==> src/rtl/ser_pkg.sv <==
// ser_pkg: shared definitions for the multi-lane serializer.
//   - ser_state_e      : FSM state encoding (IDLE, SOT, DATA, EOT)
//   - SYNC_WORD_DEFAULT: default start-of-transmission pattern
//   - clog2            : ceiling log2, usable in parameter/width expressions
package ser_pkg;

  typedef enum logic [1:0] {
    ST_IDLE = 2'd0,
    ST_SOT  = 2'd1,
    ST_DATA = 2'd2,
    ST_EOT  = 2'd3
  } ser_state_e;

  localparam logic [7:0] SYNC_WORD_DEFAULT = 8'hB8;

  // Returns 0 for value <= 1.
  function automatic int clog2(input int value);
    int result;
    result = 0;
    while ((1 << result) < value) result++;
    return result;
  endfunction

endpackage

==> src/rtl/ser_sync_fifo.sv <==
// ser_sync_fifo: single-clock first-word-fall-through FIFO.
// Ports:
//   clk_i, rst_i   : clock, asynchronous active-high reset
//   push_i, wdata_i: write request / data (ignored while full)
//   pop_i          : read request (ignored while empty)
//   rdata_o        : head entry, valid whenever empty_o is low
//   full_o, empty_o, count_o: occupancy status
module ser_sync_fifo
  import ser_pkg::*;
#(
  parameter int WIDTH = 9,
  parameter int DEPTH = 4
) (
  input  logic                  clk_i,
  input  logic                  rst_i,
  input  logic                  push_i,
  input  logic [WIDTH-1:0]      wdata_i,
  input  logic                  pop_i,
  output logic [WIDTH-1:0]      rdata_o,
  output logic                  full_o,
  output logic                  empty_o,
  output logic [clog2(DEPTH):0] count_o
);

  localparam int AW = clog2(DEPTH);

  logic [WIDTH-1:0] mem_q [DEPTH];
  logic [AW-1:0]    wr_ptr_q;
  logic [AW-1:0]    rd_ptr_q;
  logic [AW:0]      count_q;
  logic             push_ok;
  logic             pop_ok;

  assign full_o  = (count_q == (AW+1)'(DEPTH));
  assign empty_o = (count_q == '0);
  assign push_ok = push_i && !full_o;
  assign pop_ok  = pop_i && !empty_o;

  always_ff @(posedge clk_i) begin
    if (push_ok) mem_q[wr_ptr_q] <= wdata_i;
  end

  // DEPTH is a power of two, so the pointers wrap naturally.
  always_ff @(posedge clk_i or posedge rst_i) begin
    if (rst_i) begin
      wr_ptr_q <= '0;
      rd_ptr_q <= '0;
      count_q  <= '0;
    end else begin
      if (push_ok) wr_ptr_q <= wr_ptr_q + 1'b1;
      if (pop_ok)  rd_ptr_q <= rd_ptr_q + 1'b1;
      if (push_ok && !pop_ok)      count_q <= count_q + 1'b1;
      else if (pop_ok && !push_ok) count_q <= count_q - 1'b1;
    end
  end

  assign rdata_o = mem_q[rd_ptr_q];
  assign count_o = count_q;

endmodule

==> src/rtl/ser_nlane_hs.sv <==
// ser_nlane_hs: parametrised multi-lane SDR serializer with burst framing.
// Ports:
//   TxSerClk, Tx_RST    : bit clock, asynchronous active-high reset
//   TxWordHS, TxValid, TxLast, TxReady : word input handshake into the FIFO
//   Serial[LANES-1:0]   : registered lane outputs
//   HsActive            : high during SOT, DATA and EOT
//   ErrUnderrun         : one-cycle pulse when the FIFO runs dry mid-burst
// Lane k carries word bits k, k+LANES, ... ; MSB_FIRST picks the send order.
module ser_nlane_hs
  import ser_pkg::*;
#(
  parameter int             W         = 8,
  parameter int             LANES     = 2,
  parameter int             DEPTH     = 4,
  parameter int             SYNC_EN   = 1,
  parameter logic [W-1:0]   SYNC_WORD = W'(SYNC_WORD_DEFAULT),
  parameter int             TRAIL_CYC = 4,
  parameter int             MSB_FIRST = 0
) (
  input  logic             TxSerClk,
  input  logic             Tx_RST,
  input  logic [W-1:0]     TxWordHS,
  input  logic             TxValid,
  input  logic             TxLast,
  output logic             TxReady,
  output logic [LANES-1:0] Serial,
  output logic             HsActive,
  output logic             ErrUnderrun
);

  localparam int BPL = W / LANES;
  localparam int BCW = clog2(BPL) + 1;
  localparam int TCW = clog2(TRAIL_CYC) + 1;
  localparam int FCW = clog2(DEPTH) + 1;

  // FIFO
  logic           fifo_push;
  logic [W:0]     fifo_rdata;
  logic           fifo_full;
  logic           fifo_empty;
  logic [FCW-1:0] fifo_count;

  // FSM state
  ser_state_e     state_q;
  logic [BCW-1:0] bit_cnt_q;
  logic [TCW-1:0] trail_cnt_q;
  logic           last_q;
  logic           hs_q;
  logic           err_q;

  // Decoded per-cycle actions
  logic           word_end;
  logic           trail_end;
  logic           load_sync;
  logic           load_fifo;
  logic           go_eot;
  logic           go_idle;
  logic           underrun;
  logic [W-1:0]   load_word;

  assign TxReady   = (fifo_count != FCW'(DEPTH));
  assign fifo_push = TxValid && !fifo_full;

  ser_sync_fifo #(
    .WIDTH (W + 1),
    .DEPTH (DEPTH)
  ) u_fifo (
    .clk_i   (TxSerClk),
    .rst_i   (Tx_RST),
    .push_i  (fifo_push),
    .wdata_i ({TxLast, TxWordHS}),
    .pop_i   (load_fifo),
    .rdata_o (fifo_rdata),
    .full_o  (fifo_full),
    .empty_o (fifo_empty),
    .count_o (fifo_count)
  );

  always_comb begin
    word_end  = (bit_cnt_q == BCW'(BPL - 1));
    trail_end = (trail_cnt_q == TCW'(TRAIL_CYC - 1));
    load_sync = 1'b0;
    load_fifo = 1'b0;
    go_eot    = 1'b0;
    go_idle   = 1'b0;
    underrun  = 1'b0;
    case (state_q)
      ST_IDLE: begin
        if (!fifo_empty) begin
          if (SYNC_EN != 0) load_sync = 1'b1;
          else              load_fifo = 1'b1;
        end
      end
      // The burst-opening word stays in the FIFO through SOT, so it is present here.
      ST_SOT: if (word_end) load_fifo = 1'b1;
      ST_DATA: begin
        if (word_end) begin
          if (last_q)           go_eot = 1'b1;
          else if (!fifo_empty) load_fifo = 1'b1;
          else begin
            go_eot   = 1'b1;
            underrun = 1'b1;
          end
        end
      end
      ST_EOT:  if (trail_end) go_idle = 1'b1;
      default: ;
    endcase
  end

  assign load_word = load_sync ? SYNC_WORD : fifo_rdata[W-1:0];

  always_ff @(posedge TxSerClk or posedge Tx_RST) begin
    if (Tx_RST) begin
      state_q     <= ST_IDLE;
      bit_cnt_q   <= '0;
      trail_cnt_q <= '0;
      last_q      <= 1'b0;
      hs_q        <= 1'b0;
      err_q       <= 1'b0;
    end else begin
      err_q <= underrun;
      if (load_sync || load_fifo) begin
        state_q     <= load_sync ? ST_SOT : ST_DATA;
        bit_cnt_q   <= '0;
        trail_cnt_q <= '0;
        hs_q        <= 1'b1;
        if (load_fifo) last_q <= fifo_rdata[W];
      end else if (go_eot) begin
        state_q     <= ST_EOT;
        bit_cnt_q   <= '0;
        trail_cnt_q <= '0;
      end else if (go_idle) begin
        state_q     <= ST_IDLE;
        bit_cnt_q   <= '0;
        trail_cnt_q <= '0;
        hs_q        <= 1'b0;
      end else if (state_q == ST_SOT || state_q == ST_DATA) begin
        bit_cnt_q <= bit_cnt_q + 1'b1;
      end else if (state_q == ST_EOT) begin
        trail_cnt_q <= trail_cnt_q + 1'b1;
      end
    end
  end

  assign HsActive    = hs_q;
  assign ErrUnderrun = err_q;

  // Per-lane shift register: index 0 of lane_bits is the first bit on the wire.
  // On a load the first bit goes straight to the output register and the
  // remainder waits in sh_q.
  for (genvar gi = 0; gi < LANES; gi++) begin : g_lane
    logic [BPL-1:0] lane_bits;
    logic [BPL-1:0] sh_q;
    logic           ser_q;

    for (genvar gj = 0; gj < BPL; gj++) begin : g_bit
      localparam int SRC = (MSB_FIRST != 0) ? gi + (BPL - 1 - gj) * LANES
                                            : gi + gj * LANES;
      assign lane_bits[gj] = load_word[SRC];
    end

    always_ff @(posedge TxSerClk or posedge Tx_RST) begin
      if (Tx_RST) begin
        sh_q  <= '0;
        ser_q <= 1'b0;
      end else if (load_sync || load_fifo) begin
        ser_q <= lane_bits[0];
        sh_q  <= lane_bits >> 1;
      end else if (go_eot) begin
        ser_q <= ~ser_q;           // trail: inverse of the last bit sent, held
      end else if (go_idle) begin
        ser_q <= 1'b0;
      end else if (state_q == ST_SOT || state_q == ST_DATA) begin
        ser_q <= sh_q[0];
        sh_q  <= sh_q >> 1;
      end
    end

    assign Serial[gi] = ser_q;
  end

endmodule

==> config.mk <==
export PLATFORM = sky130hd
export DESIGN_NAME = ser_nlane_hs
export DESIGN_NICKNAME = d
export VERILOG_FILES = /design/src/rtl/ser_pkg.sv /design/src/rtl/ser_sync_fifo.sv /design/src/rtl/ser_nlane_hs.sv
export SDC_FILE = /design/constraint.sdc
export NUM_CORES = 1
export LEC_CHECK = 0
export ABC_AREA = 1
export CAP_MARGIN = 10
export CORE_ASPECT_RATIO = 1.1
export CORE_UTILIZATION = 45
export CTS_BUF_LIST = sky130_fd_sc_hd__clkbuf_4 sky130_fd_sc_hd__clkbuf_8
export DETAILED_ROUTE_END_ITERATION = 8
export GPL_ROUTABILITY_DRIVEN = 0
export PLACE_DENSITY = 0.64
export SYNTH_ARGS = -nofsm -noshare
export SYNTH_HDL_FRONTEND = slang
export SYNTH_SLANG_ARGS = --single-unit
==> constraint.sdc <==
create_clock -name TxSerClk -period 2.6 [get_ports TxSerClk]
set_input_delay 0.39 -clock TxSerClk [delete_from_list [all_inputs] [get_ports TxSerClk]]
set_output_delay 0.39 -clock TxSerClk [all_outputs]
set_load 0.05 [all_outputs]
Yosys cells after proc, flatten, opt, wreduce, memory -nomap -nowiden:

Memories as Yosys holds them, arrays and structs flattened.
Cells that the tools add are included.

* output and inout port bits: 5
* RAM bits: 36
* flip-flop bits (word level): 28
* memories kept: 1

Memories
* u_fifo.mem_q: words 4, bits a word 9, read ports 1, clocked after Yosys merged registers in 0, write ports 1, RTL line ser_sync_fifo.sv:27 `logic [WIDTH-1:0] mem_q [DEPTH];`

* equal/unequal tests: 10
* bitwise operators: 2
* multiplexer cells: 52
* $add $sub $neg: 6
* reductions and logical operators: 23

Operators by type and width (count)
* 3-bit two-way mux: 11
* 4-bit two-way mux: 8
* 1-bit two-way mux: 27
* 3-bit by 1-bit adder with 3-bit output (second input constant): 3
* 2-bit two-way mux: 4
* 8-bit two-way mux: 1
* 4-bit nonzero test: 2
* 3-bit by 2-bit equality test with 1-bit output (second input constant): 2
* 2-bit AND reduction: 3
* 2-bit nonzero test: 3
* 1-bit logical AND: 5
* 2-bit by 1-bit adder with 2-bit output (second input constant): 2
* 2-bit equality test (second input constant): 2
* 1-bit logical NOT: 4
* 2-bit by 1-bit inequality test with 1-bit output (second input constant): 2
* 4-bit inequality test (second input constant): 1
* 3-bit equality test (second input constant): 1
* 3-bit logical NOT: 1
* 3-bit inequality test (second input constant): 1
* 3-bit AND reduction: 1
* 3-bit nonzero test: 1
* 3-bit by 1-bit subtractor with 3-bit output (second input constant): 1
* 2-bit by 1-bit equality test with 1-bit output (second input constant): 1
* 2-bit logical NOT: 1
* other kinds (3): 5

Logic depth before layout (Yosys ltp):

* word-level depth: 9
* gate-level depth with buffers: 12

Cells and area by module:

Synthesis repeated with hierarchy kept, for this count alone.

* cells, all modules: 309
* area, all modules: 3019.1 µm²

By module, submodules not included
* ser_sync_fifo: instances 1, cells an instance 166, area an instance 1886.8 µm²
* ser_nlane_hs: instances 1, cells an instance 143, area an instance 1132.3 µm²

Worst setup path after synthesis:

No wires, ideal clock.

* path type: register to register
* start: register u_fifo.count_q[0] (netlist: u_fifo.count_o[0])
* end: register u_fifo.count_q[1] (netlist: u_fifo.count_o[1])
* stages on the path, launching flop included: 9
* library setup time: 125 ps
* data arrival time: 2185 ps
* path buffers: 0
* slack: 290 ps
* clock period less this slack: 2310 ps
* cells stage by stage: dfrtp_1 > nor2_2 > nand2_1 > nand2_1 > inv_1 > ha_1 > inv_1 > fa_1 > mux2_2

RTL lines
* start, declared: RTL line ser_sync_fifo.sv:30 `logic [AW:0] count_q;`
* start signal, assigned: RTL line ser_sync_fifo.sv:52 `if (push_ok && !pop_ok) count_q <= count_q + 1'b1;`
* start signal, assigned: RTL line ser_sync_fifo.sv:53 `else if (pop_ok && !push_ok) count_q <= count_q - 1'b1;`
* 3-bit equality test *: RTL line ser_sync_fifo.sv:34 `assign full_o = (count_q == (AW+1)'(DEPTH));`
* 1-bit logical NOT *: RTL line ser_sync_fifo.sv:36, ser_nlane_hs.sv:62
* 1-bit logical AND: RTL line ser_nlane_hs.sv:62 `assign fifo_push = TxValid && !fifo_full;`
* 1-bit logical AND *: RTL line ser_sync_fifo.sv:36 `assign push_ok = push_i && !full_o;`
* net u_fifo.push_ok: RTL line ser_sync_fifo.sv:31 `logic push_ok;`
* 1-bit logical NOT: RTL line ser_sync_fifo.sv:53
* 1-bit logical AND: RTL line ser_sync_fifo.sv:53
* 2-bit nonzero test (no source line)

The timed path passes the listed nets; every way through them passes the cells marked *. The select of a mux whose other input is x is not followed.
A chain may end at the register's enable or synchronous reset.

Worst setup path after layout:

* start: register state_q[0]
* end: register u_fifo.count_q[1] (netlist: u_fifo.count_o[1])

* cells in the longest elaborated chain, start to end: 6

RTL lines
* start, declared: RTL line ser_nlane_hs.sv:44 `ser_state_e state_q;`
* start signal, assigned: RTL line ser_nlane_hs.sv:124 `state_q <= load_sync ? ST_SOT : ST_DATA;`
* 2-bit equality test / 2-bit by 1-bit equality test with 1-bit output (equally long branches): RTL line ser_nlane_hs.sv:87 `case (state_q)`
* 1-bit one-hot mux with 2 select lines *: RTL line ser_nlane_hs.sv:87
* 1-bit logical AND *: RTL line ser_sync_fifo.sv:37 `assign pop_ok = pop_i && !empty_o;`
* 1-bit logical NOT: RTL line ser_sync_fifo.sv:52
* 1-bit logical AND: RTL line ser_sync_fifo.sv:52
* 3-bit two-way mux / 2-bit nonzero test (equally long branches)

Every way passes the cells marked *; elsewhere a longest branch is shown, timed or not.

==> impl_metrics.toml <==
[grt]
antenna_found_initial = 0
grt_use_total = 0.1795
grt_max_degree = 27
grt-ovfl-total = 0
grt_first_pass_wirelength_mm = 9.025
grt_pass1_vias = 1901

[clock_network]
cts_buffers = 9
clock_sinks = 62
root_buffer = "clkbuf_8"
post-cts-setup-buffers = 0
clk_path_buf_depth = 2
htree_levels = 3
path_clk_slew_ns = 0.07
tritoncts = "yes"
clkLatencyLatePin_ns = 0.34

[route]
dr.pass1.iters = 4
wl_per_cell_um = 12.66
viasPerCell = 4.835
num_vias = 1987
drt-total-wl_mm = 5.202
dr.first_iter.drc_count = 149
antenna_left = 0
drc_errors = 0

[critical_path]
max_stage_delay_ns = 0.42
path_class = "register to register"
crit_path_start = "state_q[0]"
crit_fanout = 6
r2r-end = "u_fifo.count_o[1]"
worst_ep_required_time_ns = 2.83
start_kind = "register"
arrival_ns = 2.60
r2r_setup_slack_ns = 0.22
worst_setup_path_end_kind = "register"
critical_path.cell_chain = "inv_1 -> ha_2 -> nand2_1 -> a21oi_2 -> nand2_1 -> ha_1 -> inv_1 -> fa_1 -> mux2_2"
critPathSlowestCell = "fa_1"
r2r-start = "state_q[0]"
reg2reg_depth = 9

[final_layout]
nets = 351
drive_gt1_frac = 0.1299
antenna_cells = 0
fillers = 554
area_growth_pct = 16.76
fin_util = 0.5528

[floorplan]
dieArea_um2 = 6964
fp.dieW_um = 79.66
coreArea_um2 = 6306
die_height_um = 87.43
initial_core_util = 0.4734
std_cell_rows = 30
ios = 17

[yosys]
ys.warnings.count = 0
synthMostInstantiatedCell = "nand2_1"
ys_types = 30
yosysTopAreaCell = "edfxtp_1"
synth_top_area_frac = 0.3621
ys_seq_area_frac = 0.5801
synth_edf_count = 36
synth_area_leaders = "edfxtp_1, dfrtp_1, nand2_1, ha_1, nand3_1"
syn-cell-area_um2 = 2985
async_flop_share = 0.4194
syn_nets = 326
synth-main-ff-cell = "edfxtp_1"
netlist_instances = 301
ys_seq_elements = 62
yosys-top-cells-count = "nand2_1, inv_1, edfxtp_1"
synth_area_per_cell_um2 = 9.918

[power_and_ir_drop]
ir_worst_vdd_mv = 0.6735
p_leak_nw = 1.563
power_mw = 4.017
powerDensity_nw_per_um2 = 1152

[placement]
dp_slack_ns = 0.1684
numPortBuffers = 16
place_hpwl_mm = 3.619

[timing]
fmax_ghz = 0.4202
tns_ns = 0
drv_slew = 0
hold_ws_ns = 0.3994
hold_viol = 0
max_slew.worst_pin.slew_ns = 0.4922
period_minus_slack_ns = 2.380
setup_viol = 0
setup_slack_ns = 0.2204
rsz0062_at_grt = "no"
fin_crit_sh = 0.9152
relSlewSlack = 0.6708
finalClockSkew_ns = 0.006799

[flow_run]
cap_violations = 0

[status]
status = "completed"

[hold_path]
hold_path_class = "primary input to async pin"
==> placed cells by master (no fill, tap or decap), types with 2 or more instances in the layout <==
cell             netlist  routed
nand2_1               75      75
inv_1                 38      38
edfxtp_1              36      36
nand3_1               30      30
dfrtp_1               26      26
nor2_1                20      20
clkdlybuf4s50_1        0      16
o21ai_0               11      11
ha_1                  12      11
clkbuf_8               0       9
nand4_1                6       6
buf_4                  2       6
nand2_4                4       4
inv_2                  4       4
xnor2_1                3       3
nor2_2                 3       3
nand2_2                3       3
nand3_2                3       3
o21ai_1                3       3
xor2_1                 3       3
bufinv_16              0       3
a21oi_2                2       2
o22ai_1                2       2
a21oi_1                2       2
clkinv_1               0       2
clkinvlp_4             0       2
==> metrics by stage <==
step,cell area (µm²),std cells
6_report,3486,411
4_1_cts,3483,411
3_3_place_gp,3247,395
3_5_place_dp,3247,395
5_1_grt,3486,411
2_1_floorplan,2985,301
==> kinds of logic (layout without fill, tap and decap cells) <==
logic type,count (synthesis),count (layout),synth area share
and+or+nand+nor,148,148,0.2347
xor gates and xnor gates,6,6,0.01761
AOI/OAI and AO/OA,21,21,0.03940
buffers and inverters,50,80,0.06747
DFF,62,62,0.5801
adders and majority gates,13,13,0.05700
muxes,1,1,0.003772
==> sequential cells by signal, summed over array words and instances (netlist names) <==
signal,flops
ErrUnderrun,1
u_fifo.wr_ptr_q,2
HsActive,1
state_q,2
g_lane.sh_q,6
u_fifo.mem_q,36
last_q,1
u_fifo.rd_ptr_q,2
g_lane.ser_q,2
trail_cnt_q,3
u_fifo.count_o,3
bit_cnt_q,3
==> timing repair <==
item	4_1_cts	5_1_grt
gates resized for setup	0	1
setup endpoints to repair	0	1
hold buffers	0	0
==> routing by layer <==
metal,wire length (µm),vias up,global-route usage
met4,95,0,0.08430
li1,-,1031,-
met5,0,-,0
met2,2531,30,0.2836
met1,2395,916,0.2286
met3,179,10,0.04817
==> critical path, delay by kind of cell (launching register included) <==
kind,cells,cell delay [ns]
mux,1,0.26
buf+inv,2,0.18
simple gates,2,0.22
fa+ha+maj,3,1.02
flops,1,0.40
compound gates,1,0.19
==> cell type report <==
type,instances,area (µm²),area share
Multi-Input combinational cell,189,1055,0.3026
Timing Repair Buffer,22,205.2,0.05887
Inverter,42,157.7,0.04523
Tap cell,80,100.1,0.02872
Clock inverter,7,112.6,0.03230
Clock buffer,9,123.9,0.03553
Sequential cell,62,1732,0.4968
==> how the worst max path moves through the flow <==
stage,endpoint,slack [ns],cells after the start
floorplan,u_fifo.count_o[1],0.29,8
global placement,u_fifo.count_o[1],0.28,9
detailed placement,u_fifo.count_o[1],0.17,9
CTS,u_fifo.count_o[1],0.16,9
global route,u_fifo.count_o[1],0.04,9
finish,u_fifo.count_o[1],0.22,9
==> report_power, final <==
group          leakage, nW  internal, mW  switching, mW
registers            0.655          1.32          0.139
clock network        0.111         0.629          0.370
logic                0.798         0.529           1.03
Power figures use the tool's default switching activity.
